==> src/rtl/alu_dsp48_arbiter.sv <==
// alu_dsp48_arbiter: round-robin arbiter and issue sequencer that shares one
// AluDsp48 datapath among NUM_REQ requesters. Compact 4-bit opcodes are decoded
// into DSP opmode/alumode/setinst. A tag pipeline of depth LATENCY+1 follows
// each issued operation so its result is steered back to the requester.
// Optional feature: define ALU_ARB_LATENCY_CHECK_EN to build the sticky
// latency-mismatch checker driving lat_err (tied to 0 otherwise).
module alu_dsp48_arbiter #(
    parameter int NUM_REQ = 4,
    parameter int W       = 16,
    parameter int LATENCY = 2
) (
    input  logic                 clock,
    input  logic                 reset_n,
    input  logic                 en,
    input  logic [NUM_REQ-1:0]   req_valid,
    output logic [NUM_REQ-1:0]   req_ready,
    input  logic [4*NUM_REQ-1:0] req_op,
    input  logic [W*NUM_REQ-1:0] req_a,
    input  logic [W*NUM_REQ-1:0] req_b,
    input  logic [NUM_REQ-1:0]   req_cin,
    output logic [NUM_REQ-1:0]   rsp_valid,
    output logic [W-1:0]         rsp_data,
    output logic                 rsp_carry,
    output logic                 rsp_err,
    output logic                 lat_err,
    output logic [W-1:0]         alu_in0,
    output logic [W-1:0]         alu_in1,
    output logic                 alu_carryin,
    output logic [8:0]           alu_opmode,
    output logic [3:0]           alu_alumode,
    output logic [1:0]           alu_setinst,
    output logic                 alu_valid_in,
    input  logic [W-1:0]         alu_out,
    input  logic                 alu_carryout,
    input  logic                 alu_valid_out
);

    localparam int IW = (NUM_REQ > 1) ? $clog2(NUM_REQ) : 1;

    // Per-requester views of the packed request buses
    logic [3:0]   op_arr [NUM_REQ];
    logic [W-1:0] a_arr  [NUM_REQ];
    logic [W-1:0] b_arr  [NUM_REQ];

    genvar gi;
    generate
        for (gi = 0; gi < NUM_REQ; gi++) begin : g_unpack
            assign op_arr[gi] = req_op[4*gi +: 4];
            assign a_arr[gi]  = req_a[W*gi +: W];
            assign b_arr[gi]  = req_b[W*gi +: W];
        end
    endgenerate

    logic [IW-1:0] ptr_reg;
    logic [IW-1:0] ptr_next;
    logic [IW-1:0] grant_idx;
    logic          grant_found;
    logic          accept;

    // Round-robin search: first valid requester at or after ptr, wrapping
    always_comb begin : p_arb
        int            cand;
        logic [IW-1:0] cand_idx;
        cand        = 0;
        cand_idx    = '0;
        grant_found = 1'b0;
        grant_idx   = '0;
        for (int k = 0; k < NUM_REQ; k++) begin
            cand = int'(ptr_reg) + k;
            if (cand >= NUM_REQ) begin
                cand = cand - NUM_REQ;
            end
            cand_idx = cand[IW-1:0];
            if (!grant_found && req_valid[cand_idx]) begin
                grant_found = 1'b1;
                grant_idx   = cand_idx;
            end
        end
    end

    // A grant is only offered while enabled and out of reset
    assign accept = en & reset_n & grant_found;

    // One-hot ready on the selected requester
    always_comb begin
        req_ready = '0;
        if (accept) begin
            req_ready[grant_idx] = 1'b1;
        end
    end

    // Priority moves just past the last granted requester
    always_comb begin
        ptr_next = ptr_reg;
        if (accept) begin
            ptr_next = (grant_idx == IW'(NUM_REQ - 1)) ? '0 : grant_idx + 1'b1;
        end
    end

    // Round-robin pointer register
    always_ff @(posedge clock or negedge reset_n) begin
        if (!reset_n) begin
            ptr_reg <= '0;
        end else begin
            ptr_reg <= ptr_next;
        end
    end

    logic [3:0]   sel_op;
    logic [W-1:0] sel_a;
    logic [W-1:0] sel_b;
    logic         sel_cin;

    assign sel_op  = op_arr[grant_idx];
    assign sel_a   = a_arr[grant_idx];
    assign sel_b   = b_arr[grant_idx];
    assign sel_cin = req_cin[grant_idx];

    logic [8:0] dec_opmode;
    logic [3:0] dec_alumode;
    logic [1:0] dec_setinst;
    logic       dec_carryin;
    logic       dec_legal;

    // Opcode decode into DSP controls; compares reuse the subtract alumode
    always_comb begin
        dec_opmode  = 9'b000110011;
        dec_alumode = 4'b0000;
        dec_setinst = 2'b00;
        dec_carryin = 1'b0;
        dec_legal   = 1'b1;
        case (sel_op)
            4'd0: dec_alumode = 4'b1100;
            4'd1: begin
                dec_opmode  = 9'b000111011;
                dec_alumode = 4'b1100;
            end
            4'd2: dec_alumode = 4'b0100;
            4'd3: dec_alumode = 4'b0000;
            4'd4: dec_carryin = sel_cin;
            4'd5: dec_alumode = 4'b0011;
            4'd6: begin
                dec_alumode = 4'b0011;
                dec_setinst = 2'b01;
            end
            4'd7: begin
                dec_alumode = 4'b0011;
                dec_setinst = 2'b10;
            end
            4'd8: begin
                dec_alumode = 4'b0011;
                dec_setinst = 2'b11;
            end
            default: dec_legal = 1'b0;
        endcase
    end

    logic [W-1:0] in0_reg;
    logic [W-1:0] in1_reg;
    logic         carryin_reg;
    logic [8:0]   opmode_reg;
    logic [3:0]   alumode_reg;
    logic [1:0]   setinst_reg;
    logic         valid_in_reg;

    // Issue register: operands zeroed on idle/illegal slots, modes hold
    always_ff @(posedge clock or negedge reset_n) begin
        if (!reset_n) begin
            in0_reg      <= '0;
            in1_reg      <= '0;
            carryin_reg  <= 1'b0;
            opmode_reg   <= '0;
            alumode_reg  <= '0;
            setinst_reg  <= '0;
            valid_in_reg <= 1'b0;
        end else if (accept && dec_legal) begin
            in0_reg      <= sel_a;
            in1_reg      <= sel_b;
            carryin_reg  <= dec_carryin;
            opmode_reg   <= dec_opmode;
            alumode_reg  <= dec_alumode;
            setinst_reg  <= dec_setinst;
            valid_in_reg <= 1'b1;
        end else begin
            in0_reg      <= '0;
            in1_reg      <= '0;
            carryin_reg  <= 1'b0;
            valid_in_reg <= 1'b0;
        end
    end

    assign alu_in0      = in0_reg;
    assign alu_in1      = in1_reg;
    assign alu_carryin  = carryin_reg;
    assign alu_opmode   = opmode_reg;
    assign alu_alumode  = alumode_reg;
    assign alu_setinst  = setinst_reg;
    assign alu_valid_in = valid_in_reg;

    logic [LATENCY:0]         tag_valid_reg;
    logic [LATENCY:0][IW-1:0] tag_idx_reg;
    logic [LATENCY:0]         tag_ill_reg;

    // Tag shift register; stage LATENCY lines up with alu_valid_out
    always_ff @(posedge clock or negedge reset_n) begin
        if (!reset_n) begin
            tag_valid_reg <= '0;
            tag_idx_reg   <= '0;
            tag_ill_reg   <= '0;
        end else begin
            tag_valid_reg[0] <= accept;
            tag_idx_reg[0]   <= grant_idx;
            tag_ill_reg[0]   <= ~dec_legal;
            for (int s = 1; s <= LATENCY; s++) begin
                tag_valid_reg[s] <= tag_valid_reg[s-1];
                tag_idx_reg[s]   <= tag_idx_reg[s-1];
                tag_ill_reg[s]   <= tag_ill_reg[s-1];
            end
        end
    end

    logic          tail_valid;
    logic [IW-1:0] tail_idx;
    logic          tail_ill;

    assign tail_valid = tag_valid_reg[LATENCY];
    assign tail_idx   = tag_idx_reg[LATENCY];
    assign tail_ill   = tag_ill_reg[LATENCY];

    // Response steering from the tail entry; illegal ops return zeros
    always_comb begin
        rsp_valid = '0;
        if (tail_valid) begin
            rsp_valid[tail_idx] = 1'b1;
        end
        rsp_data  = tail_ill ? '0 : alu_out;
        rsp_carry = tail_ill ? 1'b0 : alu_carryout;
        rsp_err   = tail_valid & tail_ill;
    end

`ifdef ALU_ARB_LATENCY_CHECK_EN
    localparam int MW = $clog2(LATENCY + 2);

    logic [MW-1:0] mask_cnt_reg;
    logic          lat_err_reg;

    // Sticky check that DSP valid_out tracks the expected tag tail
    always_ff @(posedge clock or negedge reset_n) begin
        if (!reset_n) begin
            mask_cnt_reg <= MW'(LATENCY + 1);
            lat_err_reg  <= 1'b0;
        end else if (mask_cnt_reg != '0) begin
            mask_cnt_reg <= mask_cnt_reg - 1'b1;
        end else if (alu_valid_out != (tail_valid & ~tail_ill)) begin
            lat_err_reg <= 1'b1;
        end
    end

    assign lat_err = lat_err_reg;
`else
    logic unused_valid_out;
    assign unused_valid_out = alu_valid_out;
    assign lat_err = 1'b0;
`endif

endmodule

==> config.mk <==
export PLATFORM = sky130hd
export DESIGN_NAME = alu_dsp48_arbiter
export DESIGN_NICKNAME = d
export VERILOG_FILES = /design/src/rtl/alu_dsp48_arbiter.sv
export SDC_FILE = /design/constraint.sdc
export NUM_CORES = 1
export LEC_CHECK = 0
export BUFFER_PORTS_ARGS = -buffer_cell sky130_fd_sc_hd__buf_4
export CELL_PAD_IN_SITES_DETAIL_PLACEMENT = 0
export CELL_PAD_IN_SITES_GLOBAL_PLACEMENT = 2
export CORE_ASPECT_RATIO = 0.7
export CORE_MARGIN = 3
export CORE_UTILIZATION = 21
export CTS_BUF_LIST = sky130_fd_sc_hd__clkbuf_8 sky130_fd_sc_hd__clkbuf_16
export CTS_CLUSTER_SIZE = 28
export DETAILED_ROUTE_END_ITERATION = 10
export HOLD_SLACK_MARGIN = 0.12
export PLACE_DENSITY_LB_ADDON = 0.3
export SETUP_SLACK_MARGIN = 0.4
export SYNTH_ARGS = -nofsm -noshare
export SYNTH_HDL_FRONTEND = slang
export SYNTH_SLANG_ARGS = --single-unit
==> constraint.sdc <==
create_clock -name clock -period 3.4 [get_ports clock]
set_input_delay 0.17 -clock clock [delete_from_list [all_inputs] [get_ports clock]]
set_output_delay 0.17 -clock clock [all_outputs]
set_load 0.01 [all_outputs]
==> impl_metrics.py <==
metrics = {
    "synth": {
        "seq_area_frac_synth": 0.395,
        "synth_flop_cell": "dfrtp_1",
        "synth_xor_xnor_area_share": 0,
        "synth_compound_area_frac": 0.203,
        "yosys_register_bits": 55,
        "synth_area_sq_um": 3480,
        "synth_fa_ha_area_frac": 0.0144,
        "ys_async_sr_fraction": 1.00,
        "ys_types": 46,
        "synth_edf_count": 0,
        "synth.mux.area_fraction": 0.00287,
        "synthCells": 406,
        "yosysWarnings": 0,
        "yosys.area_share.simple": 0.322,
        "synth_top_family_by_area": "simple AND/OR/NAND/NOR gates",
        "syn_avg_cell_area_sq_um": 8.58,
    },
    "job": {
        "cap_viol_max_count": 0,
    },
    "worst_setup_path": {
        "required_ns": 3.59,
        "critPathMaxStageDelay_ns": 0.45,
        "r2r_start": "ptr_reg[1]",
        "regToRegSetupSlack_ns": 0.72,
        "crit_type": "reg2reg",
        "crit_fanout": 17,
        "end_kind": "flip-flop",
        "r2r_end": "alu_in0[15]",
        "cp_slowest_cell": "dfrtp_1",
        "cp_data_arrival_time_ns": 2.88,
        "cp_common_cell": "buf_4",
        "ff2ff_path_depth": 9,
        "endpoint": "alu_in0[15]",
        "crit_chain": "and2_4 -> o21a_1 -> nor3_4 -> buf_4 -> nand3_1 -> nand2_1 -> o21ai_4 -> buf_4 -> a311oi_1",
        "start_kind": "flip-flop",
        "critPathLaunch": "ptr_reg[1]",
    },
    "route": {
        "routed_wl_um": 13800,
        "via_per_inst": 4.39,
        "postRouteAntennaNets": 0,
        "drt-pass1-iter-count": 4,
        "drc": 0,
        "num_vias": 3756,
        "wl_per_cell_um": 16.2,
        "drtIter0Drc": 193,
    },
    "floorplanning": {
        "initial_core_util": 0.219,
        "die_h_um": 114,
        "rows": 38,
        "die-area_sq_um": 18200,
        "ios": 249,
        "core_sq_um": 15900,
        "fp.dieW_um": 160,
    },
    "timing": {
        "relSlewSlack": 0.485,
        "tightestPinTransition_ns": 0.772,
        "period_minus_slack_ns": 2.68,
        "timing.final.crit_share": 0.789,
        "setup_viol_count_final": 0,
        "setup_tns_ns": 0,
        "fin_skew_ns": 0.00777,
        "grt_setup_unrepaired": "false",
        "setup_slack_ns": 0.717,
        "hold_viol": 0,
        "slew_viol_final": 0,
        "timing.fmax_ghz": 0.373,
    },
    "power": {
        "vdd_ir_drop_max_v": 0.000196,
        "cellPowerDensity_nw_per_um2": 544,
        "power_leakage_nw": 2.93,
    },
    "clocking": {
        "cts.path.max_buffers": 2,
        "cts_setup_buffers": 0,
        "cts_max_level": 2,
        "cts_made_buffers": 5,
        "clk_pin_slew_ns": 0.07,
        "cts_tree": "done",
        "cts_resized": 0,
        "numClockSinks": 55,
        "clkLatencyLatePin_ns": 0.29,
        "cts_root_buf": "clkbuf_16",
        "cts_hold_buffers": 1,
    },
    "layout": {
        "area_delta_synth_final_pct": 64.2,
        "final_cells": 856,
        "drive_gt1_frac": 0.470,
        "finalInstanceArea_sq_um": 5720,
        "final_nets": 812,
        "antenna_cells": 0,
    },
    "hold_path": {
        "holdPathStages": 3,
        "hold_class": "in2reg",
    },
    "placement": {
        "post-place-ws_ns": 0.707,
        "io_buffers": 242,
        "post-dp-hpwl_um": 10700,
        "placed_area_sq_um": 5520,
        "gp_congestion": 0.786,
        "dp_cells": 847,
    },
    "grt": {
        "antenna_found_initial": 0,
        "grt_overflow": 0,
        "grt_pass1_vias": 3751,
        "grt_max_degree": 70,
        "grt_pass1_wl_um": 21100,
        "grt_use_total": 0.145,
    },
    "outcome": {
        "status": "finished clean",
    },
}
-- final cells by class --
class,instances,area (sq um)
fill,1722,10200
timing repair buffer,254,1930
multi-input combinational,313,1920
sequential,55,1380
tap,220,275
clock buffer,5,125
clock inverter,3,63.8
inverter,6,22.5
-- layout by cell type, fill, tap and decap left out, drive strengths merged, types with 3 or more instances in the layout --
master,n
ha,4
a22o,3
a21o,3
nand2,141
and3,35
dfrtp,55
nor2,5
nand2b,4
nand3,21
a311oi,32
nor2b,17
clkbuf,5
buf,253
conb,5
o21ai,9
inv,7
and2,7
a21oi,5
-- logic make-up (layout without fill, tap and decap cells) --
family                   Yosys count  in the layout
AO/OA/AOI/OAI                     65             65
other                              1              5
buffers and inverters             42            268
adder cells (fa/ha/maj)            4              4
AND/OR/NAND/NOR                  238            238
flip-flops                        55             55
multiplexers                       1              1
-- routing by layer --
layer,global-route usage,routed length (um),vias to the layer above
li1,-,-,1850
met1,0.202,6410,1770
met2,0.232,6310,131
met4,0.0191,60,0
met3,0.0417,1060,5
met5,0,0,-
-- Yosys cell counts, drive strengths merged, types with 2 or more instances --
master / instances / area [sq um]
a21oi: 5 / 25.0
nand2: 141 / 529
o211ai: 2 / 20.0
and2: 7 / 46.3
nor3: 2 / 21.3
o2bb2ai: 2 / 17.5
buf: 14 / 110
nor2b: 17 / 106
a311oi: 32 / 462
a21o: 3 / 22.5
o211a: 2 / 27.5
ha: 4 / 50.1
inv: 6 / 22.5
dfrtp: 55 / 1380
nor2: 5 / 18.8
a22o: 3 / 26.3
a22oi: 2 / 15.0
nand2b: 4 / 25.0
and3: 35 / 219
and3b: 2 / 17.5
o21ai: 9 / 48.8
clkbuf: 22 / 82.6
nand3: 21 / 110
-- worst max-delay path: cells and delay by family (launching register included) --
kind / cells / cell delay [ns]
flops: 1 / 0.45
buf+inv: 2 / 0.56
simple gates: 4 / 1.05
compound gates: 3 / 0.52
-- power by group --
group | leakage (nW) | switching [W] | internal (W)
clock | 0.0952 | 0.000249 | 0.000420
combinational | 2.11 | 0.000874 | 0.000686
sequential | 0.717 | 0.0000953 | 0.000789
total | 2.93 | 0.00122 | 0.00190
-- through the flow --
| stage | total power, W | utilization | hold WS, ns |
|---|---|---|---|
| 2_1_floorplan | 0.00177 | - | -0.126 |
| 3_3_place_gp | 0.00247 | 0.348 | 0.110 |
| 3_5_place_dp | 0.00249 | 0.348 | 0.115 |
| 4_1_cts | 0.00317 | 0.360 | 0.132 |
| 5_1_grt | 0.00334 | 0.360 | 0.150 |
| 6_report | 0.00311 | 0.360 | 0.143 |
-- how the worst min path moves through the flow --
| stage | from | to | slack (ns) |
|---|---|---|---|
| 4_1_cts | req_b[15] | alu_in1[15] | 0.13 |
| 2_1_floorplan | reset_n | alu_alumode[1] | -0.13 |
| 5_1_grt | req_a[44] | alu_in0[12] | 0.15 |
| 3_3_place_gp | reset_n | alu_valid_in | 0.11 |
| 6_report | req_b[15] | alu_in1[15] | 0.14 |
| 3_5_place_dp | reset_n | alu_valid_in | 0.11 |
No activity file was read; power rests on OpenSTA's default activity.
